<file path="src/rtl/sprite_renderer.sv">
// sprite_renderer: parametrised sprite blitter for the VGA pipeline.
// Compares the raster position against a frame-latched sprite origin, drives
// the address of a synchronous sprite ROM and returns a registered colour plus
// sprite_on flag. Latency DrawX/DrawY -> outputs is ROM_LAT+2 cycles.
// Optional feature macro: SPRITE_COLORKEY_EN (texels equal to KEY_COLOR are
// treated as transparent; compared in the final stage).
module sprite_renderer #(
  parameter int                      SPRITE_W   = 32,
  parameter int                      SPRITE_H   = 16,
  parameter int                      SCALE_LOG2 = 0,
  parameter int                      COLOR_W    = 8,
  parameter int                      ROM_LAT    = 1,
  parameter logic [3*COLOR_W-1:0]    KEY_COLOR  = '0,
  parameter int                      ADDR_W     = $clog2(SPRITE_W*SPRITE_H)
) (
  input  logic                 Clk,
  input  logic                 Reset,
  input  logic                 frame_start,
  input  logic                 enable,
  input  logic [9:0]           pos_x,
  input  logic [9:0]           pos_y,
  input  logic                 mirror_x,
  input  logic [9:0]           DrawX,
  input  logic [9:0]           DrawY,
  output logic [ADDR_W-1:0]    rom_addr,
  input  logic [3*COLOR_W-1:0] rom_data,
  output logic                 sprite_on,
  output logic [COLOR_W-1:0]   spr_R,
  output logic [COLOR_W-1:0]   spr_G,
  output logic [COLOR_W-1:0]   spr_B
);

  localparam int COL_W = (SPRITE_W > 1) ? $clog2(SPRITE_W) : 1;
  localparam int ROW_W = (SPRITE_H > 1) ? $clog2(SPRITE_H) : 1;
  localparam logic [10:0] SPAN_X = 11'(SPRITE_W << SCALE_LOG2);
  localparam logic [10:0] SPAN_Y = 11'(SPRITE_H << SCALE_LOG2);

`ifdef SPRITE_COLORKEY_EN
  localparam bit KEY_EN = 1'b1;
`else
  localparam bit KEY_EN = 1'b0;
`endif

  typedef enum logic [1:0] {IDLE, ARM, LIVE} state_t;

  // Frame-latched sprite origin; only changes on frame_start so a frame
  // never tears.
  typedef struct packed {
    logic [9:0] x;
    logic [9:0] y;
    logic       mir;
  } org_t;

  state_t st, st_nxt;
  org_t   org;
  logic   latch_en, live;

  // FSM state register
  always_ff @(posedge Clk) begin
    if (!Reset) st <= IDLE;
    else        st <= st_nxt;
  end

  // FSM next state; dropping enable returns to IDLE from anywhere
  always_comb begin
    st_nxt = st;
    unique case (st)
      IDLE:    if (enable)      st_nxt = ARM;
      ARM:     if (frame_start) st_nxt = LIVE;
      LIVE:    st_nxt = LIVE;
      default: st_nxt = IDLE;
    endcase
    if (!enable) st_nxt = IDLE;
  end

  // FSM outputs: origin latch strobe and render qualifier
  always_comb begin
    latch_en = enable && frame_start && (st == ARM || st == LIVE);
    live     = (st == LIVE);
  end

  // Origin latch; a same-cycle hit still sees the old origin
  always_ff @(posedge Clk) begin
    if (!Reset)        org <= '0;
    else if (latch_en) org <= '{x: pos_x, y: pos_y, mir: mirror_x};
  end

  // Stage 0 combinational hit test and texel address, 11-bit so no wrap
  logic [10:0]       dx, dy, x_end, y_end;
  logic              in_x, in_y, hit;
  logic [COL_W-1:0]  col, col_m;
  logic [ROW_W-1:0]  row;
  logic [ADDR_W-1:0] addr_nxt;

  always_comb begin
    x_end    = {1'b0, org.x} + SPAN_X;
    y_end    = {1'b0, org.y} + SPAN_Y;
    in_x     = ({1'b0, DrawX} >= {1'b0, org.x}) && ({1'b0, DrawX} < x_end);
    in_y     = ({1'b0, DrawY} >= {1'b0, org.y}) && ({1'b0, DrawY} < y_end);
    hit      = live && enable && in_x && in_y;
    dx       = {1'b0, DrawX} - {1'b0, org.x};
    dy       = {1'b0, DrawY} - {1'b0, org.y};
    col      = COL_W'(dx >> SCALE_LOG2);
    row      = ROW_W'(dy >> SCALE_LOG2);
    col_m    = org.mir ? (COL_W'(SPRITE_W - 1) - col) : col;
    addr_nxt = ADDR_W'(row) * ADDR_W'(SPRITE_W) + ADDR_W'(col_m);
  end

  // Stage 0 address register; holds the last address when off-sprite
  always_ff @(posedge Clk) begin
    if (!Reset)   rom_addr <= '0;
    else if (hit) rom_addr <= addr_nxt;
  end

  // Hit flag shift register; vld_pipe[ROM_LAT] lines up with rom_data
  logic [ROM_LAT:0] vld_pipe;

  always_ff @(posedge Clk) begin
    if (!Reset) vld_pipe <= '0;
    else        vld_pipe <= {vld_pipe[ROM_LAT-1:0], hit};
  end

  // Final stage: colour-key test and registered outputs
  logic opaque, on_nxt;

  always_comb begin
    opaque = !(KEY_EN && (rom_data == KEY_COLOR));
    on_nxt = vld_pipe[ROM_LAT] && opaque;
  end

  always_ff @(posedge Clk) begin
    if (!Reset) begin
      sprite_on <= 1'b0;
      spr_R     <= '0;
      spr_G     <= '0;
      spr_B     <= '0;
    end else begin
      sprite_on <= on_nxt;
      spr_R     <= on_nxt ? rom_data[3*COLOR_W-1:2*COLOR_W] : '0;
      spr_G     <= on_nxt ? rom_data[2*COLOR_W-1:COLOR_W]   : '0;
      spr_B     <= on_nxt ? rom_data[COLOR_W-1:0]           : '0;
    end
  end

endmodule

</file>
<file path="config.mk">
export PLATFORM = sky130hd
export DESIGN_NAME = sprite_renderer
export DESIGN_NICKNAME = d
export VERILOG_FILES = /design/src/rtl/sprite_renderer.sv
export SDC_FILE = /design/constraint.sdc
export NUM_CORES = 1
export LEC_CHECK = 0
export ABC_AREA = 1
export ABC_CLOCK_PERIOD_IN_PS = 4800
export CORE_MARGIN = 5
export CORE_UTILIZATION = 40
export DETAILED_ROUTE_END_ITERATION = 10
export GPL_TIMING_DRIVEN = 0
export HOLD_SLACK_MARGIN = 0.15
export PLACE_DENSITY_LB_ADDON = 0.1
export SLEW_MARGIN = 20
export SYNTH_ARGS = -nofsm -noshare
export SYNTH_HDL_FRONTEND = slang
export SYNTH_SLANG_ARGS = --single-unit
</file>
<file path="constraint.sdc">
create_clock -name Clk -period 4.8 [get_ports Clk]
set_clock_uncertainty 0.1 [all_clocks]
set_input_delay 0.96 -clock Clk [delete_from_list [all_inputs] [get_ports Clk]]
set_output_delay 0.96 -clock Clk [all_outputs]
set_load 0.05 [all_outputs]
</file>
==> Yosys cells after proc, flatten, opt, wreduce, memory -nomap -nowiden <==
Cells that the tools add are included.
{ "totals": {"ff_bits": 59, "inputBits": 69, "output_inout_bits": 34} }
{ "op_classes": {"addsub": 6, "magnitude_cmp": 4, "eq_ne": 3, "n_mux": 3, "reduce_logical": 11} }
{ "ops": {"columns": ["op", "n"], "rows": [
  ["10-bit by 11-bit less-than comparator with 1-bit output", 2],
  ["10-bit >= comparator", 2],
  ["10-bit by 5-bit adder with 11-bit output, second input constant", 1],
  ["10-bit by 6-bit adder with 11-bit output, second input constant", 1],
  ["9-bit by 5-bit adder with 9-bit output", 1],
  ["1-bit logical AND", 7],
  ["2-bit one-hot mux with 3 select lines", 1],
  ["5-bit 2-to-1 mux", 1],
  ["5-bit subtractor", 1],
  ["5-bit subtractor, first input constant", 1],
  ["2-bit AND reduction", 2],
  ["4-bit subtractor", 1],
  ["2-bit by 1-bit equality test with 1-bit output, second input constant", 1],
  ["2-bit equality test, second input constant", 1],
  ["2-bit logical NOT", 1],
  ["2-bit 2-to-1 mux", 1],
  ["2-bit != test, second input constant", 1],
  ["1-bit logical OR", 1]
]} }

==> Logic depth before layout (Yosys ltp) <==
Gate-level depths: netlist of run 1.
{ "logic_depth": {"word_depth": 5, "mapped_depth": 15, "mapped_depth_nobuf": 15} }

==> Worst setup path after synthesis of run 1 <==
No wires, ideal clock.
{ "synth_timing": {"path_type": "input port to flip-flop", "from": "input port DrawX[0]", "to": "register rom_addr[0]", "arrival_ns": 2.377, "required_time_ns": 4.636, "slack_ns": 2.259, "stages": 14, "path_cell_list": "inv_1 -> ha_1 -> fa_1 -> inv_1 -> nand2_1 -> nand2_1 -> nand3_1 -> nand2_1 -> nand2_1 -> nand3_1 -> nand3_2 -> nor2_4 -> nor2_1 -> nor2_1"} }
{ "synth_between": {"elab_chain_len": 4, "elab_cells_between_ends": 9} }
{ "synth_lines": {"columns": ["element", "line_no", "text"], "rows": [
  ["start, declared", "23", "input logic [9:0] DrawX,"],
  ["5-bit subtractor (tied with other cells)", "101", "dx = {1'b0, DrawX} - {1'b0, org.x};"],
  ["5-bit subtractor or 1-bit logical AND (tied branches)", "105, 98", null],
  ["5-bit 2-to-1 mux or 1-bit logical AND (tied branches)", "105, 100", null],
  ["9-bit by 5-bit adder with 9-bit output or 1-bit logical AND (tied branches)", "106, 100", null],
  ["end signal, assigned", "112", "else if (hit) rom_addr <= addr_nxt;"],
  ["end, declared", "25", "output logic [ADDR_W-1:0] rom_addr,"]
]} }
Parallel ways exist; a longest one is shown, timed or not.
A chain may end at the register's enable or synchronous reset.

==> Final worst setup path of run 1 <==
{ "layout_timing": {"from": "input port DrawX[0]", "to": "register rom_addr[2]"} }
Same word-level chain as after synthesis.

==> results_tabular.tex, run 1 <==
\begin{tabular}{lr}
\hline
Metric & Value \\
\hline
\multicolumn{2}{l}{\textbf{Outcome}} \\
\quad Run status & finished, final reports clean \\
\multicolumn{2}{l}{\textbf{Critical path}} \\
\quad CP Launch Type & input port \\
\quad Biggest fanout along the worst timing path & 9 \\
\quad Type of element capturing the critical path & register \\
\quad Data required time at the worst endpoint & a little under 5000 ps \\
\quad Arrival time of data at the critical path endpoint & 3070 ps \\
\quad Critical path class & input port to register \\
\multicolumn{2}{l}{\textbf{Route}} \\
\quad First-pass iteration count of the detailed router & 4 \\
\quad Vias post-DR & roughly 2,800 \\
\quad Detailed Route Iter0 Violations & 68 \\
\quad Post-route antenna net violation count & 0 \\
\quad DRC violations left & 0 \\
\quad Wirelength per Cell & 11.7 um \\
\quad Vias per Instance & 4.46 \\
\quad Routed wire length & $\sim$7.4 mm \\
\multicolumn{2}{l}{\textbf{CTS}} \\
\quad H-tree depth reported by CTS & 3 \\
\quad CTS-repair resized insts & 0 \\
\quad Clock edge transition at the registers on the reported setup and hold paths & 60 ps \\
\quad Clk Latency, worst-skew pair & 330 ps \\
\quad Number of hold-repair buffers added at the cts stage & 0 \\
\quad Max Root-Sink Buffers & 2 \\
\quad CTS Sinks & 59 \\
\quad Number of buffers created by CTS & 9 \\
\quad Cell at the root of the clock tree & clkbuf\_8 \\
\quad Post-CTS setup-driven buffer insertion count & 0 \\
\quad CTS tree & built \\
\multicolumn{2}{l}{\textbf{Placed design}} \\
\quad Final estimated routing congestion in global placement & $\sim$0.83 \\
\quad DP HPWL & 6.01 mm \\
\quad Post-Place Cell Area & 0.00427 sq mm \\
\quad Setup slack after placement & 1550 ps \\
\quad Count of port buffers added during placement & 101 \\
\multicolumn{2}{l}{\textbf{Floorplanning}} \\
\quad I/O pin count & 103 \\
\quad Die W & 98.5 um \\
\quad Initial Util & 0.408 \\
\quad FP Rows & 32 \\
\quad Core Box Area & 0.00769 sq mm \\
\quad Floorplan die height & 98.5 um \\
\quad Total Die Area & approximately 0.01 sq mm \\
\multicolumn{2}{l}{\textbf{Layout}} \\
\quad Layout-stage area growth over the synthesis result & 42.4\% \\
\quad Flip-flop and latch area & 0.00118 sq mm \\
\quad Post-route cell area & 0.00447 sq mm \\
\quad Most used cells in the layout excluding fill and tap cells & clkdlybuf4s50\_1 (101), inv\_1 (73), nor2\_1 (62) \\
\quad Area used by multi-input combinational logic & 0.00164 sq mm \\
\quad Fin nets & 633 \\
\quad Filler Cell Count & 752 \\
\quad Antenna diode count & 0 \\
\quad Layout cell share with drive strength beyond 1 & 0.0453 \\
\quad Most common library cell in the layout ignoring fill and taps & clkdlybuf4s50\_1 \\
\quad Core utilization of the finished layout & 0.581 \\
\multicolumn{2}{l}{\textbf{Global route}} \\
\quad Global-route total usage across every layer & 0.157 \\
\quad Total gr overflow & 0 \\
\quad Number of global-route vias before repair & 2,808 \\
\quad Largest net degree at the start of global routing & 11 \\
\quad Wire length of the first global-routing pass & about 12 mm \\
\quad Number of antenna violations at the first check in global routing & 0 \\
\multicolumn{2}{l}{\textbf{Synthesis}} \\
\quad Post-synthesis cell type count & 27 \\
\quad Count of synthesis-stage warnings from yosys & 0 \\
\quad Synthesized flop and latch total & $\sim$60 \\
\quad Dominant cells by area after synthesis & dfxtp\_1 (38\%), ha\_1 (14\%), inv\_1 (8.7\%), nor2\_1 (7.4\%), nand2\_1 (7.1\%) \\
\quad Post-synth top area cell & dfxtp\_1 \\
\quad Sequential cell area fraction in the yosys report & 0.377 \\
\quad Top FF cell, synth & dfxtp\_1 \\
\quad Share of flip-flops with an asynchronous set or reset & 0 \\
\quad Average size of a mapped cell & roughly 7.6 sq um \\
\quad EDFF count, synth & 0 \\
\quad Area share of the largest cell type after synthesis & 0.377 \\
\quad Post-Syn Nets & 521 \\
\quad Netlist area before placement & 0.00314 sq mm \\
\quad Number of cells produced by synthesis & a little over 400 \\
\multicolumn{2}{l}{\textbf{Pwr}} \\
\quad Max VDD drop & 0.149 mV \\
\quad Cell leakage power & slightly below 0.002 uW \\
\quad Power Density & 260 mW/mm\^{}2 \\
\multicolumn{2}{l}{\textbf{STA}} \\
\quad Hold Vio Cnt, Final & 0 \\
\quad Minimum setup slack in the final design & between 1500 and 2000 ps \\
\quad Worst slew slack as a fraction of its limit & 0.649 \\
\quad F\_max & 344 MHz \\
\quad Finish-stage setup viols & 0 \\
\quad Setup\_tns & 0 ps \\
\quad Post-route fraction of the period consumed by the critical path & 0.606 \\
\quad Final critical-path required period & 2910 ps \\
\quad Final Max Slew Viols & 0 \\
\quad Post-Route Hold Slack & 329 ps \\
\quad Setup repair after global routing missed its margin & no \\
\quad Slew of the pin with the lowest slew margin & between 500 and 600 ps \\
\multicolumn{2}{l}{\textbf{Flow run}} \\
\quad Number of violations of the max-capacitance limit & 0 \\
\multicolumn{2}{l}{\textbf{Hold path}} \\
\quad Worst min path class & register to register \\
\hline
\end{tabular}
[cells in the mapped netlist, drive strengths merged (2+ instances only)]
cell type and number:
xor2 11, dfxtp 59, o21ai 22, clkbuf 11
a21o 2, nand3 24, nand2 59, a21oi 32
o21bai 2, xnor2 5, nor2 65, inv 74
a211oi 2, nand3b 3, fa 2, ha 36
[layer usage]
| layer | part of all wire | track usage |
|---|---|---|
| met1 | 0.45 | 0.184 |
| met2 | 0.49 | 0.279 |
| met3 | 0.043 | 0.0467 |
| met4 | 0.0086 | 0.0378 |
| met5 | 0 | 0 |
[power by group]
group | internal [uW] | leakage (uW) | total [uW] | switching [uW]
registers | 500 | 0.000477 | 507 | 7.36
clock network | 249 | 0.000102 | 446 | 197
logic | 108 | 0.00139 | 210 | 102
[area by class of cell]
class	count	share of cell area
multi-input cells	270	0.366
flip-flops and latches	59	0.264
repair buffers	101	0.226
inverters	74	0.0622
clock buffers	10	0.0308
well taps	102	0.0286
clock inverters	5	0.0120
plain buffers	11	0.00925
[flip-flops by register name, indices dropped and copies added (netlist names)]
signal     flops
vld_pipe       2
spr_R          8
spr_G          8
org           21
sprite_on      1
spr_B          8
st             2
rom_addr       9
[worst max-delay path, stage by stage]
cell and delay [ps]:
clkdlybuf4s50_1 450, inv_1 50, ha_1 220, fa_1 410, inv_1 70, nand2_1 50
nand2_1 70, nand3_1 70, nand2_1 60, nand2_1 50, nand3_1 110, nand3_2 120
nor2_4 220, nor2_1 60, nor2_1 100
[worst paths after layout]
check,from,end,slack [ps],cells past startpoint
max,DrawX[0],rom_addr[2],1890,15
max reg2reg,org[5],rom_addr[8],2550,12
min reg2reg,vld_pipe[0],vld_pipe[1],330,2
min,vld_pipe[0],vld_pipe[1],330,2
[logic make-up (layout without fill, tap and decap cells)]
group,count (synthesis),in the layout,synth area share
simple gates,155,155,0.214
compound gates,61,61,0.107
xor+xnor,16,16,0.0447
flops,59,59,0.377
buf+inv,85,201,0.102
fa+ha+maj,38,38,0.156
[through the flow]
stage / total power (uW) / cells
5_1_grt: 1230 / 632
4_1_cts: 1180 / 632
2_1_floorplan: 639 / 414
3_3_place_gp: 723 / 617
3_5_place_dp: 728 / 617
6_report: 1160 / 632
No activity file was read; power rests on OpenSTA's default activity.
==> run 2: changes to the inputs <==
--- a/config.mk
+++ b/config.mk
@@ -6,7 +6,7 @@
 export NUM_CORES = 1
 export LEC_CHECK = 0
 export ABC_AREA = 1
-export ABC_CLOCK_PERIOD_IN_PS = 4800
+export ABC_CLOCK_PERIOD_IN_PS = 2450
 export CORE_MARGIN = 5
 export CORE_UTILIZATION = 40
 export DETAILED_ROUTE_END_ITERATION = 10
==> constraint.sdc (replaced) <==
create_clock -name Clk -period 2.45 [get_ports Clk]
set_clock_uncertainty 0.1 [all_clocks]
set_input_delay 0.49 -clock Clk [delete_from_list [all_inputs] [get_ports Clk]]
set_output_delay 0.49 -clock Clk [all_outputs]
set_load 0.05 [all_outputs]
==> results_tabular.tex, run 2 (synthesis gave the netlist of run 1 again) <==
\begin{tabular}{lr}
\hline
Metric & Value \\
\hline
\multicolumn{2}{l}{\textbf{Global route}} \\
\quad GRT met2 Usage & 0.279 \\
\quad Number of global-route vias before repair & about 2,800 \\
\quad Wire length of the first global-routing pass & roughly 12 mm \\
\quad Total gr overflow & 0 \\
\quad Global-route total usage across every layer & 0.157 \\
\quad Met1 global-route usage & 0.184 \\
\quad Met3 Use GR & 0.0467 \\
\quad Largest net degree at the start of global routing & 11 \\
\quad Peak-usage layer in the global routing report & met2 \\
\quad Number of antenna violations at the first check in global routing & 0 \\
\multicolumn{2}{l}{\textbf{CTS}} \\
\quad Clock edge transition at the registers on the reported setup and hold paths & 70 ps \\
\quad Number of buffers created by CTS & 9 \\
\quad Max Root-Sink Buffers & 2 \\
\quad Clk Latency, worst-skew pair & roughly 330 ps \\
\quad Cell at the root of the clock tree & clkbuf\_8 \\
\quad H-tree depth reported by CTS & 3 \\
\quad Number of hold-repair buffers added at the cts stage & 0 \\
\quad CTS Sinks & 59 \\
\quad CTS tree & built \\
\multicolumn{2}{l}{\textbf{STA}} \\
\quad Finish-stage setup viols & 0 \\
\quad Setup\_tns & 0 ps \\
\quad Worst slew slack as a fraction of its limit & 0.650 \\
\quad Post-Route Hold Slack & 332 ps \\
\quad Slew of the pin with the lowest slew margin & 523 ps \\
\quad Final Max Slew Viols & 0 \\
\quad Setup repair after global routing missed its margin & no \\
\quad Hold Vio Cnt, Final & 0 \\
\quad Final critical-path required period & 2310 ps \\
\quad F\_max & approximately 430 MHz \\
\quad Post-route fraction of the period consumed by the critical path & 0.942 \\
\multicolumn{2}{l}{\textbf{Pwr}} \\
\quad Cell leakage power & slightly below 0.002 uW \\
\quad Max VDD drop & 0.292 mV \\
\quad Power Density & 506 mW/mm\^{}2 \\
\multicolumn{2}{l}{\textbf{Layout}} \\
\quad Registers with the most flip-flops & org: 21 flops, rom\_addr: 9 flops \\
\quad Filler Cell Count & between 700 and 800 \\
\quad Layout-stage area growth over the synthesis result & 44.9\% \\
\quad Most used cells in the layout excluding fill and tap cells & clkdlybuf4s50\_1 (100), inv\_1 (72), dfxtp\_1 (59) \\
\quad Most common library cell in the layout ignoring fill and taps & clkdlybuf4s50\_1 \\
\quad Fin nets & 635 \\
\quad Layout cell share with drive strength beyond 1 & 0.0752 \\
\quad Antenna diode count & 0 \\
\quad Max reg flops & 21 \\
\quad Register ranked first by flip-flop count & org \\
\multicolumn{2}{l}{\textbf{Floorplanning}} \\
\quad Total Die Area & 0.00971 sq mm \\
\quad Core Box Area & slightly below 0.008 sq mm \\
\quad I/O pin count & 103 \\
\quad Floorplan die height & 98.5 um \\
\quad Die W & between 90 and 100 um \\
\quad FP Rows & 32 \\
\quad Initial Util & 0.408 \\
\multicolumn{2}{l}{\textbf{Critical path}} \\
\quad Cell with the biggest individual delay on the critical path & clkdlybuf4s50\_1 \\
\quad Launch point of the critical path & DrawY[0] \\
\quad Endpoint of the worst-slack reg-to-reg timing path & rom\_addr[8] \\
\quad Type of element capturing the critical path & register \\
\quad Count of buffering cells on the critical path with inverters included & 2 \\
\quad CP Launch Type & input port \\
\quad Reg2reg start & org[5] \\
\quad Worst-case register-to-register setup slack & $\sim$220 ps \\
\quad Biggest fanout along the worst timing path & 5 \\
\quad Top delay family on crit path & simple AND/OR/NAND/NOR gates \\
\quad Logic depth of the worst path, buffers included & 12 \\
\quad Arrival time of data at the critical path endpoint & approximately 2400 ps \\
\quad Cell with the most instances on the worst path & nand2\_1 \\
\quad Maximum single-stage delay on the critical path & 450 ps \\
\quad Number of cell instances on the worst register-to-register path & 12 \\
\quad Data required time at the worst endpoint & 2580 ps \\
\quad Critical path class & input port to register \\
\quad Critical path cell sequence & clkdlybuf4s50\_1 -> inv\_1 -> ha\_1 -> fa\_1 -> nand2\_1 -> nand4\_1 -> nand3\_2 -> nand2\_2 -> nor2\_4 -> nand3\_1 -> nand2\_1 -> nor2\_1 \\
\quad End point of the critical path & rom\_addr[8] \\
\multicolumn{2}{l}{\textbf{Outcome}} \\
\quad Run status & finished, final reports clean \\
\multicolumn{2}{l}{\textbf{Route}} \\
\quad Vias per Instance & 4.53 \\
\quad Routed wire length & around 7.7 mm \\
\quad Post-route antenna net violation count & 0 \\
\quad DRC violations left & 0 \\
\quad First-pass iteration count of the detailed router & 5 \\
\quad Wirelength per Cell & 12.1 um \\
\quad Detailed Route Iter0 Violations & 100 \\
\quad Vias post-DR & 2,873 \\
\multicolumn{2}{l}{\textbf{Placed design}} \\
\quad Final estimated routing congestion in global placement & about 0.83 \\
\quad Count of port buffers added during placement & about 100 \\
\quad DP HPWL & 6.01 mm \\
\multicolumn{2}{l}{\textbf{Hold path}} \\
\quad Worst min path class & register to register \\
\multicolumn{2}{l}{\textbf{Flow run}} \\
\quad Number of violations of the max-capacitance limit & 0 \\
\hline
\end{tabular}
-- run 2: where the power goes --
group          total (uW)  switching [uW]  internal (uW)  leakage (uW)
sequential            994            14.6            979      0.000477
clock                 876             388            488      0.000102
combinational         429             213            216       0.00141
total                2300             616           1680       0.00199
-- run 2: per-layer routing --
metal  wire, um  share of wire  vias up
met4         61         0.0079        0
met3        355          0.046        8
li1           -              -     1527
met1       3510           0.46     1274
met5          0              0        -
met2       3770           0.49       64
-- run 2: worst min-delay path by stage --
stage / startpoint / end / cells past startpoint
CTS: vld_pipe[0] / vld_pipe[1] / 2
global placement: vld_pipe[0] / vld_pipe[1] / 2
detailed placement: vld_pipe[0] / vld_pipe[1] / 2
global route: vld_pipe[0] / vld_pipe[1] / 2
finish: vld_pipe[0] / vld_pipe[1] / 2
floorplan: vld_pipe[0] / vld_pipe[1] / 2
-- run 2: repair_timing --
action                     CTS  global route
buffers inserted             0             0
resized for setup            0            19
setup endpoints to repair    0            10
-- run 2: cell type report --
| cell class | instances | area (sq um) | area share |
|---|---|---|---|
| buffer | 11 | 41.3 | 0.00909 |
| inverter | 74 | 280 | 0.0617 |
| tap | 102 | 128 | 0.0281 |
| sequential | 59 | 1180 | 0.260 |
| multi-input combinational | 272 | 1710 | 0.376 |
| clock inverter | 5 | 53.8 | 0.0118 |
| clock buffer | 10 | 138 | 0.0303 |
| timing repair buffer | 101 | 1010 | 0.223 |
-- run 2: worst min-delay path, delay by kind of cell, from the launching register on --
family / cells / cell delay, ps
simple gates: 1 / 50
buf+inv: 1 / 40
flops: 1 / 300
-- run 2: through the flow --
| stage | std cells | utilization | instance area [sq um] | total power, uW | setup WS (ps) |
|---|---|---|---|---|---|
| floorplan | 414 | - | 3140 | 1250 | 379 |
| global placement | 617 | 0.556 | 4270 | 1420 | -294 |
| detailed placement | 617 | 0.556 | 4270 | 1430 | -327 |
| CTS | 632 | 0.581 | 4470 | 2310 | 18.5 |
| global route | 634 | 0.591 | 4540 | 2430 | 19.6 |
| finish | 634 | 0.591 | 4540 | 2300 | 141 |
==> run 3: changes to the inputs <==
--- a/config.mk
+++ b/config.mk
@@ -11,7 +11,6 @@
 export CORE_UTILIZATION = 40
 export DETAILED_ROUTE_END_ITERATION = 10
 export GPL_TIMING_DRIVEN = 0
-export HOLD_SLACK_MARGIN = 0.15
 export PLACE_DENSITY_LB_ADDON = 0.1
 export SLEW_MARGIN = 20
 export SYNTH_ARGS = -nofsm -noshare
==> constraint.sdc (replaced) <==
create_clock -name Clk -period 2.45 [get_ports Clk]
set_clock_uncertainty 0.1 [all_clocks]
set_input_delay 0.49 -clock Clk [delete_from_list [all_inputs] [get_ports Clk]]
set_output_delay 0.49 -clock Clk [all_outputs]
set_load 0.01 [all_outputs]
==> results of run 3 <==
The final DEF is identical to that of run 2. Status: finished, final reports clean.
Main changes from that run: worst IR drop on VDD 0.292 mV -> 0.291 mV
